<file path="src/rtl/if_fetch_buffer_pkg.sv">
`default_nettype none
// +----------------------------------------------------------------------+
// | Module      : if_fetch_buffer_pkg                                      |
// | Description : Shared types and constants for the instruction fetch     |
// |               stage: register/instruction bus types, reset PC and      |
// |               the 96-bit buffered fetch entry {pc, inst}.              |
// | Revision    : 1.0 - initial release                                    |
// +----------------------------------------------------------------------+
package if_fetch_buffer_pkg;

  localparam int REG_W   = 64;
  localparam int INST_W  = 32;
  localparam int ENTRY_W = REG_W + INST_W;

  typedef logic [REG_W-1:0]  reg_bus_t;
  typedef logic [INST_W-1:0] inst_bus_t;

  localparam reg_bus_t DEFAULT_RESET_PC = 64'h0000_0000_8000_0000;
  localparam reg_bus_t PC_STEP          = 64'd4;

  // One buffered fetch: pc in the upper 64 bits, instruction in the lower 32.
  typedef struct packed {
    reg_bus_t  pc;
    inst_bus_t inst;
  } fetch_entry_t;

  // Instructions are word aligned; the two low address bits are forced to zero.
  function automatic reg_bus_t align_pc(input reg_bus_t pc);
    return pc & ~reg_bus_t'(3);
  endfunction

endpackage

`default_nettype wire

</file>
<file path="src/rtl/if_fetch_buffer_if.sv">
`default_nettype none
// +----------------------------------------------------------------------+
// | Module      : if_fetch_buffer_if                                       |
// | Description : Bundles the fetch-stage handshakes: instruction memory   |
// |               request/response, execute redirect and decode output.    |
// | Modports    : master - fetch stage side (drives requests and decode)   |
// |               slave  - environment side (memory, execute, decode)      |
// | Revision    : 1.0 - initial release                                    |
// +----------------------------------------------------------------------+
interface if_fetch_buffer_if;
  import if_fetch_buffer_pkg::*;

  // Instruction memory request channel
  logic      imem_req_valid;
  logic      imem_req_ready;
  reg_bus_t  imem_req_addr;
  // Instruction memory response channel (in order, no backpressure)
  logic      imem_resp_valid;
  inst_bus_t imem_resp_data;
  // Control-flow redirect from execute
  logic      redirect_valid;
  reg_bus_t  redirect_pc;
  // Decode channel
  logic      inst_valid;
  logic      inst_ready;
  inst_bus_t inst;
  reg_bus_t  inst_pc;

  modport master (
    output imem_req_valid, imem_req_addr,
    input  imem_req_ready,
    input  imem_resp_valid, imem_resp_data,
    input  redirect_valid, redirect_pc,
    output inst_valid, inst, inst_pc,
    input  inst_ready
  );

  modport slave (
    input  imem_req_valid, imem_req_addr,
    output imem_req_ready,
    output imem_resp_valid, imem_resp_data,
    output redirect_valid, redirect_pc,
    input  inst_valid, inst, inst_pc,
    output inst_ready
  );

endinterface

`default_nettype wire

</file>
<file path="src/rtl/if_fetch_buffer_fetch_fifo.sv">
`default_nettype none
// +----------------------------------------------------------------------+
// | Module      : if_fetch_buffer_fetch_fifo                               |
// | Description : Synchronous DEPTH x 96 FIFO holding fetched {pc, inst}   |
// |               entries. Flush empties it and beats push/pop.            |
// | Ports       : clk, rst        - clock, synchronous active-high reset   |
// |               i_push/i_entry  - write an entry (caller guarantees room)|
// |               i_pop           - drop the head entry                    |
// |               i_flush         - discard all entries                    |
// |               o_full/o_empty  - occupancy flags                        |
// |               o_count         - number of stored entries               |
// |               o_head          - oldest entry                           |
// | Revision    : 1.0 - initial release                                    |
// +----------------------------------------------------------------------+
module if_fetch_buffer_fetch_fifo
  import if_fetch_buffer_pkg::*;
#(
  parameter  int DEPTH = 4,
  localparam int CW    = $clog2(DEPTH + 1),
  localparam int PW    = $clog2(DEPTH)
) (
  input  wire logic          clk,
  input  wire logic          rst,
  input  wire logic          i_push,
  input  wire fetch_entry_t  i_entry,
  input  wire logic          i_pop,
  input  wire logic          i_flush,
  output logic               o_full,
  output logic               o_empty,
  output logic [CW-1:0]      o_count,
  output fetch_entry_t       o_head
);

  localparam logic [PW-1:0] c_PTR_ONE = PW'(1);
  localparam logic [CW-1:0] c_CNT_ONE = CW'(1);

  fetch_entry_t  r_mem [DEPTH];
  logic [PW-1:0] r_wr_ptr;
  logic [PW-1:0] r_rd_ptr;
  logic [CW-1:0] r_count;

  logic w_pop_ok;

  // Popping an empty FIFO is a no-op rather than an underflow.
  assign w_pop_ok = i_pop && (r_count != '0);

  // DEPTH is a power of two, so pointers wrap naturally.
  always_ff @(posedge clk) begin
    if (rst || i_flush) begin
      r_wr_ptr <= '0;
      r_rd_ptr <= '0;
      r_count  <= '0;
    end else begin
      if (i_push) begin
        r_wr_ptr <= r_wr_ptr + c_PTR_ONE;
      end
      if (w_pop_ok) begin
        r_rd_ptr <= r_rd_ptr + c_PTR_ONE;
      end
      if (i_push && !w_pop_ok) begin
        r_count <= r_count + c_CNT_ONE;
      end else if (!i_push && w_pop_ok) begin
        r_count <= r_count - c_CNT_ONE;
      end
    end
  end

  // Storage needs no reset: nothing is read while the count is zero.
  always_ff @(posedge clk) begin
    if (i_push && !i_flush) begin
      r_mem[r_wr_ptr] <= i_entry;
    end
  end

  assign o_count = r_count;
  assign o_empty = (r_count == '0);
  assign o_full  = (r_count == CW'(DEPTH));
  assign o_head  = r_mem[r_rd_ptr];

endmodule

`default_nettype wire

</file>
<file path="src/rtl/if_fetch_buffer.sv">
`default_nettype none
// +----------------------------------------------------------------------+
// | Module      : if_fetch_buffer                                          |
// | Description : Instruction fetch stage with prefetch buffer. Owns the   |
// |               PC, issues in-order fetches under a credit limit of      |
// |               DEPTH (buffered + in flight), buffers responses and      |
// |               presents {inst, pc} to decode. A redirect flushes the    |
// |               buffer and discards responses still owed to old fetches.|
// | Ports       : clk  - clock                                             |
// |               rst  - synchronous active-high reset                     |
// |               fb   - fetch bundle (memory, redirect, decode channels)  |
// | Revision    : 1.0 - initial release                                    |
// +----------------------------------------------------------------------+
module if_fetch_buffer
  import if_fetch_buffer_pkg::*;
#(
  parameter int       DEPTH    = 4,
  parameter reg_bus_t RESET_PC = DEFAULT_RESET_PC
) (
  input wire logic           clk,
  input wire logic           rst,
  if_fetch_buffer_if.master  fb
);

  localparam int            CW       = $clog2(DEPTH + 1);
  localparam logic [CW:0]   c_DEPTH  = (CW + 1)'(DEPTH);
  localparam logic [CW-1:0] c_ONE    = CW'(1);

  reg_bus_t      r_fetch_pc;     // address of the next request
  reg_bus_t      r_resp_pc;      // pc belonging to the next kept response
  logic [CW-1:0] r_outstanding;  // accepted requests awaiting a response
  logic [CW-1:0] r_drop_cnt;     // responses still owed to pre-redirect fetches

  logic [CW-1:0] w_outstanding_next;
  logic [CW-1:0] w_occ;
  logic          w_full;
  logic          w_empty;
  fetch_entry_t  w_head;
  fetch_entry_t  w_push_entry;
  reg_bus_t      w_redirect_pc;
  logic          w_req_valid;
  logic          w_fire;
  logic          w_resp;
  logic          w_stale;
  logic          w_push;
  logic          w_inst_valid;
  logic          w_pop;

  // Credit: never let buffered + in-flight exceed what the buffer can hold,
  // so every kept response is guaranteed a slot.
  assign w_req_valid = !rst && (({1'b0, w_occ} + {1'b0, r_outstanding}) < c_DEPTH);
  assign w_fire      = w_req_valid && fb.imem_req_ready;

  // A response with nothing outstanding is a protocol error and is ignored.
  assign w_resp  = fb.imem_resp_valid && (r_outstanding != '0);
  assign w_stale = w_resp && (r_drop_cnt != '0);

  assign w_inst_valid = !rst && !w_empty;
  assign w_pop        = w_inst_valid && fb.inst_ready;

  // A redirect discards a same-cycle response even when it is not stale.
  // The full guard is belt and braces; credits already keep room available.
  assign w_push = w_resp && !w_stale && !fb.redirect_valid && (!w_full || w_pop);

  assign w_push_entry  = '{pc: r_resp_pc, inst: fb.imem_resp_data};
  assign w_redirect_pc = align_pc(fb.redirect_pc);

  always_comb begin
    w_outstanding_next = r_outstanding;
    unique case ({w_fire, w_resp})
      2'b10:   w_outstanding_next = r_outstanding + c_ONE;
      2'b01:   w_outstanding_next = r_outstanding - c_ONE;
      default: w_outstanding_next = r_outstanding;
    endcase
  end

  // drop_cnt > 0 is the FLUSH condition; it returns to RUN once the last
  // stale response has been swallowed.
  always_ff @(posedge clk) begin
    if (rst) begin
      r_fetch_pc    <= RESET_PC;
      r_resp_pc     <= RESET_PC;
      r_outstanding <= '0;
      r_drop_cnt    <= '0;
    end else begin
      r_outstanding <= w_outstanding_next;
      if (fb.redirect_valid) begin
        // Everything still owed after this cycle belongs to the old path.
        r_fetch_pc <= w_redirect_pc;
        r_resp_pc  <= w_redirect_pc;
        r_drop_cnt <= w_outstanding_next;
      end else begin
        if (w_fire) begin
          r_fetch_pc <= r_fetch_pc + PC_STEP;
        end
        if (w_push) begin
          r_resp_pc <= r_resp_pc + PC_STEP;
        end
        if (w_stale) begin
          r_drop_cnt <= r_drop_cnt - c_ONE;
        end
      end
    end
  end

  if_fetch_buffer_fetch_fifo #(
    .DEPTH (DEPTH)
  ) u_fetch_fifo (
    .clk     (clk),
    .rst     (rst),
    .i_push  (w_push),
    .i_entry (w_push_entry),
    .i_pop   (w_pop),
    .i_flush (fb.redirect_valid),
    .o_full  (w_full),
    .o_empty (w_empty),
    .o_count (w_occ),
    .o_head  (w_head)
  );

  assign fb.imem_req_valid = w_req_valid;
  assign fb.imem_req_addr  = r_fetch_pc;
  assign fb.inst_valid     = w_inst_valid;
  assign fb.inst           = rst ? '0 : w_head.inst;
  assign fb.inst_pc        = rst ? '0 : w_head.pc;

endmodule

`default_nettype wire

</file>
<file path="src/flat_wrapper.sv">
// flat-port wrapper written by rule: the top's interface ports become plain ports
module if_fetch_buffer_flat import if_fetch_buffer_pkg::*;
#(
  parameter int       DEPTH    = 4,
  parameter reg_bus_t RESET_PC = DEFAULT_RESET_PC
)
  (clk, rst, fb_imem_req_valid, fb_imem_req_addr, fb_imem_req_ready, fb_imem_resp_valid, fb_imem_resp_data, fb_redirect_valid, fb_redirect_pc, fb_inst_valid, fb_inst, fb_inst_pc, fb_inst_ready);
  if_fetch_buffer_if fb_i ();
  input wire logic clk;
  input wire logic rst;
  output wire logic [$bits(fb_i.imem_req_valid)-1:0] fb_imem_req_valid;
  output wire logic [$bits(fb_i.imem_req_addr)-1:0] fb_imem_req_addr;
  input wire logic [$bits(fb_i.imem_req_ready)-1:0] fb_imem_req_ready;
  input wire logic [$bits(fb_i.imem_resp_valid)-1:0] fb_imem_resp_valid;
  input wire logic [$bits(fb_i.imem_resp_data)-1:0] fb_imem_resp_data;
  input wire logic [$bits(fb_i.redirect_valid)-1:0] fb_redirect_valid;
  input wire logic [$bits(fb_i.redirect_pc)-1:0] fb_redirect_pc;
  output wire logic [$bits(fb_i.inst_valid)-1:0] fb_inst_valid;
  output wire logic [$bits(fb_i.inst)-1:0] fb_inst;
  output wire logic [$bits(fb_i.inst_pc)-1:0] fb_inst_pc;
  input wire logic [$bits(fb_i.inst_ready)-1:0] fb_inst_ready;
  assign fb_imem_req_valid = fb_i.imem_req_valid;
  assign fb_imem_req_addr = fb_i.imem_req_addr;
  assign fb_i.imem_req_ready = fb_imem_req_ready;
  assign fb_i.imem_resp_valid = fb_imem_resp_valid;
  assign fb_i.imem_resp_data = fb_imem_resp_data;
  assign fb_i.redirect_valid = fb_redirect_valid;
  assign fb_i.redirect_pc = fb_redirect_pc;
  assign fb_inst_valid = fb_i.inst_valid;
  assign fb_inst = fb_i.inst;
  assign fb_inst_pc = fb_i.inst_pc;
  assign fb_i.inst_ready = fb_inst_ready;
  if_fetch_buffer #(.DEPTH(DEPTH), .RESET_PC(RESET_PC)) u_core (.clk(clk), .rst(rst), .fb(fb_i));
endmodule
</file>
<file path="config.mk">
export PLATFORM = sky130hd
export DESIGN_NAME = if_fetch_buffer_flat
export DESIGN_NICKNAME = d
export VERILOG_FILES = /design/src/rtl/if_fetch_buffer_pkg.sv /design/src/rtl/if_fetch_buffer_if.sv /design/src/rtl/if_fetch_buffer_fetch_fifo.sv /design/src/rtl/if_fetch_buffer.sv /design/src/flat_wrapper.sv
export SDC_FILE = /design/constraint.sdc
export NUM_CORES = 1
export LEC_CHECK = 0
export ABC_AREA = 1
export BUFFER_PORTS_ARGS = -buffer_cell sky130_fd_sc_hd__buf_2
export CAP_MARGIN = 20
export CORE_MARGIN = 8
export CORE_UTILIZATION = 30
export DETAILED_ROUTE_END_ITERATION = 6
export GPL_TIMING_DRIVEN = 0
export PLACE_DENSITY = 0.47
export SKIP_LAST_GASP = 1
export SLEW_MARGIN = 30
export SYNTH_ARGS = -nofsm -noshare
export SYNTH_HDL_FRONTEND = slang
export SYNTH_HIERARCHICAL = 1
export SYNTH_SLANG_ARGS = --single-unit
</file>
<file path="constraint.sdc">
create_clock -name clk -period 7.1 [get_ports clk]
set_input_delay 0.355 -clock clk [delete_from_list [all_inputs] [get_ports clk]]
set_output_delay 0.355 -clock clk [all_outputs]
set_load 0.005 [all_outputs]
</file>
* Yosys cells after proc, flatten, opt, wreduce, memory -nomap -nowiden
Memories as Yosys holds them, arrays and structs flattened. A register that Yosys moved wholly into a read port is not among the register bits.
Index checks and enable logic that the tools add are counted.
** Word-level totals
- Bits in registers :: 141
- Bits in writable memories :: 384
- Input port bits :: 102
- Output and inout port bits :: 162
- Logic and storage cells :: 70
- Memories kept :: 1
** Memories
- u_core.u_fetch_fifo.r_mem :: words 4, bits a word 96, read ports 1, clocked after Yosys merged registers in 1, wr ports 1, line if_fetch_buffer_fetch_fifo.sv:37 : fetch_entry_t r_mem [DEPTH];
** Cells by class
- $add $sub $neg :: 10
- Order comparisons :: 1
- Equality and inequality tests :: 3
- Mux-type cells :: 15
- Reductions and logical operators :: 31
** Operators by type and width (count)
- $mux 64 :: 5
- $add 64x3->64 const B :: 2
- $mux 32 :: 1
- $logic_and 1x1->1 :: 13
- $mux 3 :: 4
- $reduce_bool 3->1 :: 3
- $sub 3x1->3 const B :: 3
- $reduce_bool 2->1 :: 4
- $logic_not 1->1 :: 7
- $add 3x1->3 const B :: 2
- $pmux 3 s2 :: 1
- $add 2x1->2 const B :: 2
- $add 3x3->4 :: 1
- $lt 4x3->1 const B :: 1
- $mux 2 :: 2
- $eq 3x3->1 const B :: 1
- $logic_not 3->1 :: 1
- $eq 2x1->1 const B :: 1
- $eq 2x2->1 const B :: 1
- $logic_or 1x1->1 :: 2
- $mux 1 :: 2
- $reduce_or 2->1 :: 1

* Depth between registers and ports, before layout
- Word-level depth :: 11
- Gate-level depth with buffers :: 19
- Depth with buffers taken out :: 17

* Cells and area by module
Netlist, hierarchy kept.
** By module, submodules not included
- if_fetch_buffer_fetch_fifo :: times used 1, cells each 994, area each 14752.9 um^2, sequential area each 11711.2 um^2
- if_fetch_buffer :: times used 1, cells each 1884, area each 10437.5 um^2, sequential area each 2602.5 um^2

* Worst setup path after synthesis
OpenSTA, ideal clock, no wires.
- Kind :: reg2reg
- Start :: register u_core.u_fetch_fifo.r_count[0], in the netlist u_core/u_fetch_fifo/o_count[0]
- End :: memory u_core/u_fetch_fifo/r_mem[0][0] in the netlist's numbering, enable pin
- Library setup time :: 551 ps
- Data arrival time :: 5750 ps
- Data required time :: 6549 ps
- Setup slack :: 799 ps
- Cell stages (with the launch flop) :: 14
- Buffers on the path :: 2
- Clock period less this slack :: 6301 ps
- Path through :: dfxtp_1 nor2_1 nand2_1 inv_1 nor2_4 nand2_2 nand2_2 nand2_4 nor2_8 buf_4 buf_4 inv_1 or2_2 nor2_1
** Between the ends
- Word-level cells in the longest chain between the ends :: 9
- Elaborated cells between the ends (all ways) :: 11
- Those cells by class :: eq/ne: 1; mux: 2; reduce/logical: 8
** Ends and longest elaborated chain
- start: declaration :: line if_fetch_buffer_fetch_fifo.sv:40 : logic [CW-1:0] r_count;
- start signal: assignment :: line if_fetch_buffer_fetch_fifo.sv:61 : r_count <= r_count + c_CNT_ONE;
- start signal: assignment :: line if_fetch_buffer_fetch_fifo.sv:63 : r_count <= r_count - c_CNT_ONE;
- $logic_not 3->1 :: line if_fetch_buffer_fetch_fifo.sv:76 : assign o_empty = (r_count == '0);
- via u_core.w_empty :: line if_fetch_buffer.sv:37 : logic w_empty;
- $logic_not 1->1 :: line if_fetch_buffer.sv:58 : assign w_inst_valid = !rst && !w_empty;
- $logic_and 1x1->1 :: line if_fetch_buffer.sv:58
- via fb_inst_valid :: line flat_wrapper.sv:18 : output wire logic [$bits(fb_i.inst_valid)-1:0] fb_inst_valid;
- $logic_and 1x1->1 :: line if_fetch_buffer.sv:59 : assign w_pop = w_inst_valid && fb.inst_ready;
- $logic_or 1x1->1 :: line if_fetch_buffer.sv:63 : assign w_push = w_resp && !w_stale && !fb.redirect_valid && (!w_full || w_pop);
- $logic_and 1x1->1 :: line if_fetch_buffer.sv:63
- via u_core.w_push :: line if_fetch_buffer.sv:45 : logic w_push;
- $logic_and 1x1->1 :: line if_fetch_buffer_fetch_fifo.sv:70 : if (i_push && !i_flush) begin
- $mux 1 :: line if_fetch_buffer_fetch_fifo.sv:70
- $mux 1 (not written as such) :: line if_fetch_buffer_fetch_fifo.sv:71 : r_mem[r_wr_ptr] <= i_entry;
- end: declaration :: line if_fetch_buffer_fetch_fifo.sv:37
The timed path passes the listed nets, and every way through them passes these cells.

* Worst setup path in the final report
- Start :: register u_core.u_fetch_fifo.r_count[0], in the netlist u_core/u_fetch_fifo/o_count[0]
- End :: memory u_core/u_fetch_fifo/r_mem[3][83] in the netlist's numbering, enable pin
** Between the ends
- Word-level cells in the longest chain between the ends :: 9
- Elaborated cells between the ends (all ways) :: 11
- Those cells by class :: eq/ne: 1; mux: 2; reduce/logical: 8
** Ends and longest elaborated chain (line)
- $logic_not 3->1 :: if_fetch_buffer_fetch_fifo.sv:76
- via u_core.w_empty :: if_fetch_buffer.sv:37
- $logic_not 1->1 :: if_fetch_buffer.sv:58
- $logic_and 1x1->1 :: if_fetch_buffer.sv:58
- $logic_and 1x1->1 :: if_fetch_buffer.sv:59
- $logic_or 1x1->1 :: if_fetch_buffer.sv:63
- $logic_and 1x1->1 :: if_fetch_buffer.sv:63
- via u_core.w_push :: if_fetch_buffer.sv:45
- $logic_and 1x1->1 :: if_fetch_buffer_fetch_fifo.sv:70
- $mux 1 :: if_fetch_buffer_fetch_fifo.sv:70
- $mux 1 (not written as such) :: if_fetch_buffer_fetch_fifo.sv:71
The timed path passes the listed nets, and every way through them passes these cells.

==> flow_metrics.py <==
metrics = {
    "outcome": {
        "status": "finished, final reports clean",
    },
    "power": {
        "p_int_w": 0.00547,
        "p_sw_w": 0.00192,
        "switching_share": 0.260,
        "p_per_area_nw_per_um2": 239,
        "p_clk_frac": 0.418,
        "ir_drop_uv": 190,
        "p_total_w": 0.00739,
        "power_frac_seq": 0.482,
        "cellLeakagePower_nw": 11.8,
        "p_comb_frac": 0.100,
    },
    "synth": {
        "synth-seq-area-share": 0.568,
        "yosys.area_share.xor_xnor": 0.0153,
        "ys_warn_count": 6,
        "ys.flop_type": "edfxtp_1",
        "synth_top_family_by_area": "simple AND/OR/NAND/NOR gates",
        "synth_top_cells_by_count": "nor2_1 (550), nand2_1 (544), edfxtp_1 (384), inv_1 (313), o21ai_0 (186)",
        "yosysTopAreaCellShare": 0.458,
        "synth-compound-area-share": 0.117,
        "netlist_area_um2": 25200,
        "ys_async_sr_fraction": 0,
        "ys_ff_latch": 523,
        "ys_types": 41,
        "synth_edf_count": 384,
        "yosysMostFrequentCell": "nor2_1",
        "syn_area_per_cell_um2": 8.75,
        "synthCells": 2878,
        "synth-simple-area-share": 0.213,
        "synthAdderAreaFrac": 0.00755,
        "yosys.area.top_type": "edfxtp_1",
        "synth.area.mux_share": 0,
        "synth_area_leaders": "edfxtp_1 (46%), dfxtp_1 (11%), nor2_1 (8.2%), nand2_1 (8.1%), inv_1 (4.7%)",
    },
    "die": {
        "die_x_um": 306,
        "rows": 106,
        "ioPinCount": 264,
        "dieArea_um2": 93500,
        "initial_core_util": 0.302,
        "coreArea_um2": 83400,
        "die_y_um": 306,
    },
    "routing": {
        "drtIter0Drc": 1569,
        "wirelength_um": 94800,
        "drt-vias-per-instance": 4.86,
        "wl_per_cell_um": 21.5,
        "drc_errors": 0,
        "via_count": 21400,
        "drt-pass1-iter-count": 7,
        "ant_nets": 0,
    },
    "sta": {
        "tns_ps": 0,
        "fin_skew_ps": 42.1,
        "hold_viol_final": 0,
        "finalSetupViolations": 0,
        "slew_viol_final": 0,
        "worstMarginPinSlew_ps": 965,
        "clock.fmax_mhz": 272,
        "max_slew_margin": 0.356,
        "rsz0062_at_grt": "false",
        "min_period_over_period": 0.518,
        "fin_crit_ps": 3670,
    },
    "clock_tree": {
        "h-tree-depth": 2,
        "clock_latency_ps": 640,
        "cts_buffer_depth": 3,
        "clock_sinks": 523,
        "tritoncts.num_buffers": 61,
        "post_cts_buffers": 0,
        "clkTransAtPathRegs_ps": 60,
        "cts_root_buf": "clkbuf_16",
        "tritoncts": "done",
    },
    "final_layout": {
        "drive_gt1_frac": 0.152,
        "nets": 3384,
        "utilization": 0.370,
        "n_antenna_cell": 0,
        "syn2layout_area_growth_pct": 22.7,
    },
    "critical_path": {
        "crit_required_ps": 7420,
        "startpoint_type": "flop",
        "path_max_fanout": 17,
        "worst_setup_path_end_kind": "flop",
        "crit_top_cell": "buf_16",
        "worst_path_max_delay_cell": "nor2_4",
        "slowest_delay_ps": 460,
        "critPathKind": "reg2reg",
        "critPathArrivalTime_ps": 3990,
        "cp_cell_sequence": "nor2_1 > nand2_1 > inv_1 > nor2_4 > nand2_2 > nand2_2 > nand2_4 > nor2_8 > buf_4 > buf_4 > inv_1 > or2_2 > nor2_4 > buf_16 > buf_16 > buf_16",
    },
    "placed_design": {
        "dpl.hpwl_um": 70800,
        "place_congestion": 0.940,
        "io_buffers": 259,
    },
    "global_route": {
        "grt_start_max_net_pins": 19,
        "grtUsageTotal": 0.195,
        "grt_antenna_before_repair": 1,
        "grt_pass1_wl_um": 138000,
        "grt_pass1_vias": 20900,
        "overflow": 0,
    },
    "hold_path": {
        "hp-class": "in2reg",
    },
    "job": {
        "cap_violations": 0,
    },
}
## logic make-up (layout without fill, tap and decap cells)
kind of cell    after synthesis  count (layout)
fa+ha+maj                    14              14
xor+xnor                     44              44
buf+inv                     446             879
other cells                   1              10
compound gates              549             549
simple gates               1301            1301
flops                       523             523
## what timing repair did
action | in CTS | in global routing
endpoints found under the setup margin | 0 | 0
hold buffers | 34 | 0
gates resized for setup | 0 | 0
hold endpoints to repair | 130 | 0
## worst paths after layout
path | cells past startpoint | slack (ps) | startpoint | to
min reg2reg | 2 | 470 | u_core/r_drop_cnt[1] | u_core/r_drop_cnt[1]
max reg2reg | 16 | 3430 | u_core/u_fetch_fifo/o_count[0] | u_core/u_fetch_fifo/r_mem[3][83]
max | 16 | 3430 | u_core/u_fetch_fifo/o_count[0] | u_core/u_fetch_fifo/r_mem[3][83]
min | 3 | 70 | fb_redirect_pc[36] | u_core/fb.imem_req_addr[36]
## power groups by stage
stage	Combinational, W	Sequential (W)	Clock [W]
global route	0.000813	0.00358	0.00328
detailed placement	0.000721	0.00362	0
floorplan	0.000408	0.00356	0
finish	0.000738	0.00356	0.00309
global placement	0.000694	0.00364	0
CTS	0.000741	0.00356	0.00317
## metal layers
metal  track usage  routed length (µm)  vias to the layer above  share of wire
li1              -                   -                    10400              -
met1         0.256               40900                    10100           0.43
met2         0.329               44900                      738           0.47
met3        0.0292                5800                      151          0.061
met4        0.0656                3150                        0          0.033
met5             0                   0                        -              0
## registers in the layout, summed over array words and instances (netlist names), named ones only
signal	cells
u_core/u_fetch_fifo/r_mem	384
u_core/u_fetch_fifo/r_wr_ptr	2
u_core/fb.imem_req_addr	62
u_core/u_fetch_fifo/o_count	3
u_core/r_resp_pc	62
u_core/r_outstanding	3
u_core/u_fetch_fifo/r_rd_ptr	2
u_core/r_drop_cnt	3
## placed cells by master (no fill, tap or decap), drive strengths merged, types with 9 or more instances in the layout
| cell | n |
|---|---|
| ha | 12 |
| nand3 | 114 |
| conb | 10 |
| clkbuf | 147 |
| nand2 | 555 |
| xnor2 | 9 |
| nand4 | 32 |
| a31oi | 29 |
| nor2 | 578 |
| xor2 | 35 |
| edfxtp | 384 |
| dfxtp | 139 |
| inv | 322 |
| o21ai | 309 |
| a21oi | 98 |
| dlygate4sd3 | 34 |
| clkinv | 20 |
| o22ai | 101 |
| buf | 352 |
## layout make-up
class | instances | area [µm²]
Fill cell | 8696 | 52500
Sequential cell | 523 | 14300
Multi-Input combinational cell | 1918 | 8940
Timing Repair Buffer | 318 | 2310
Clock buffer | 90 | 1740
Tap cell | 1080 | 1350
Inverter | 321 | 1210
Buffer | 125 | 791
Clock inverter | 25 | 243
## worst max-delay path: cells and delay by family, from the launching register on
family / cells / cell delay (ps)
buffers and inverters: 7 / 1280
and+or+nand+nor: 9 / 1560
DFF: 1 / 450
## metrics by stage
stage | hold WS (ps) | worst slack [ps] | area (µm²) | instances
global route | 62.1 | 3210 | 30900 | 4400
CTS | 27.4 | 3350 | 30900 | 4400
floorplan | 439 | 799 | 25200 | 2887
finish | 66.8 | 3430 | 30900 | 4400
global placement | 452 | -3550 | 27900 | 4226
detailed placement | 461 | 3380 | 28600 | 4251
No activity file was read; power rests on OpenSTA's default activity.
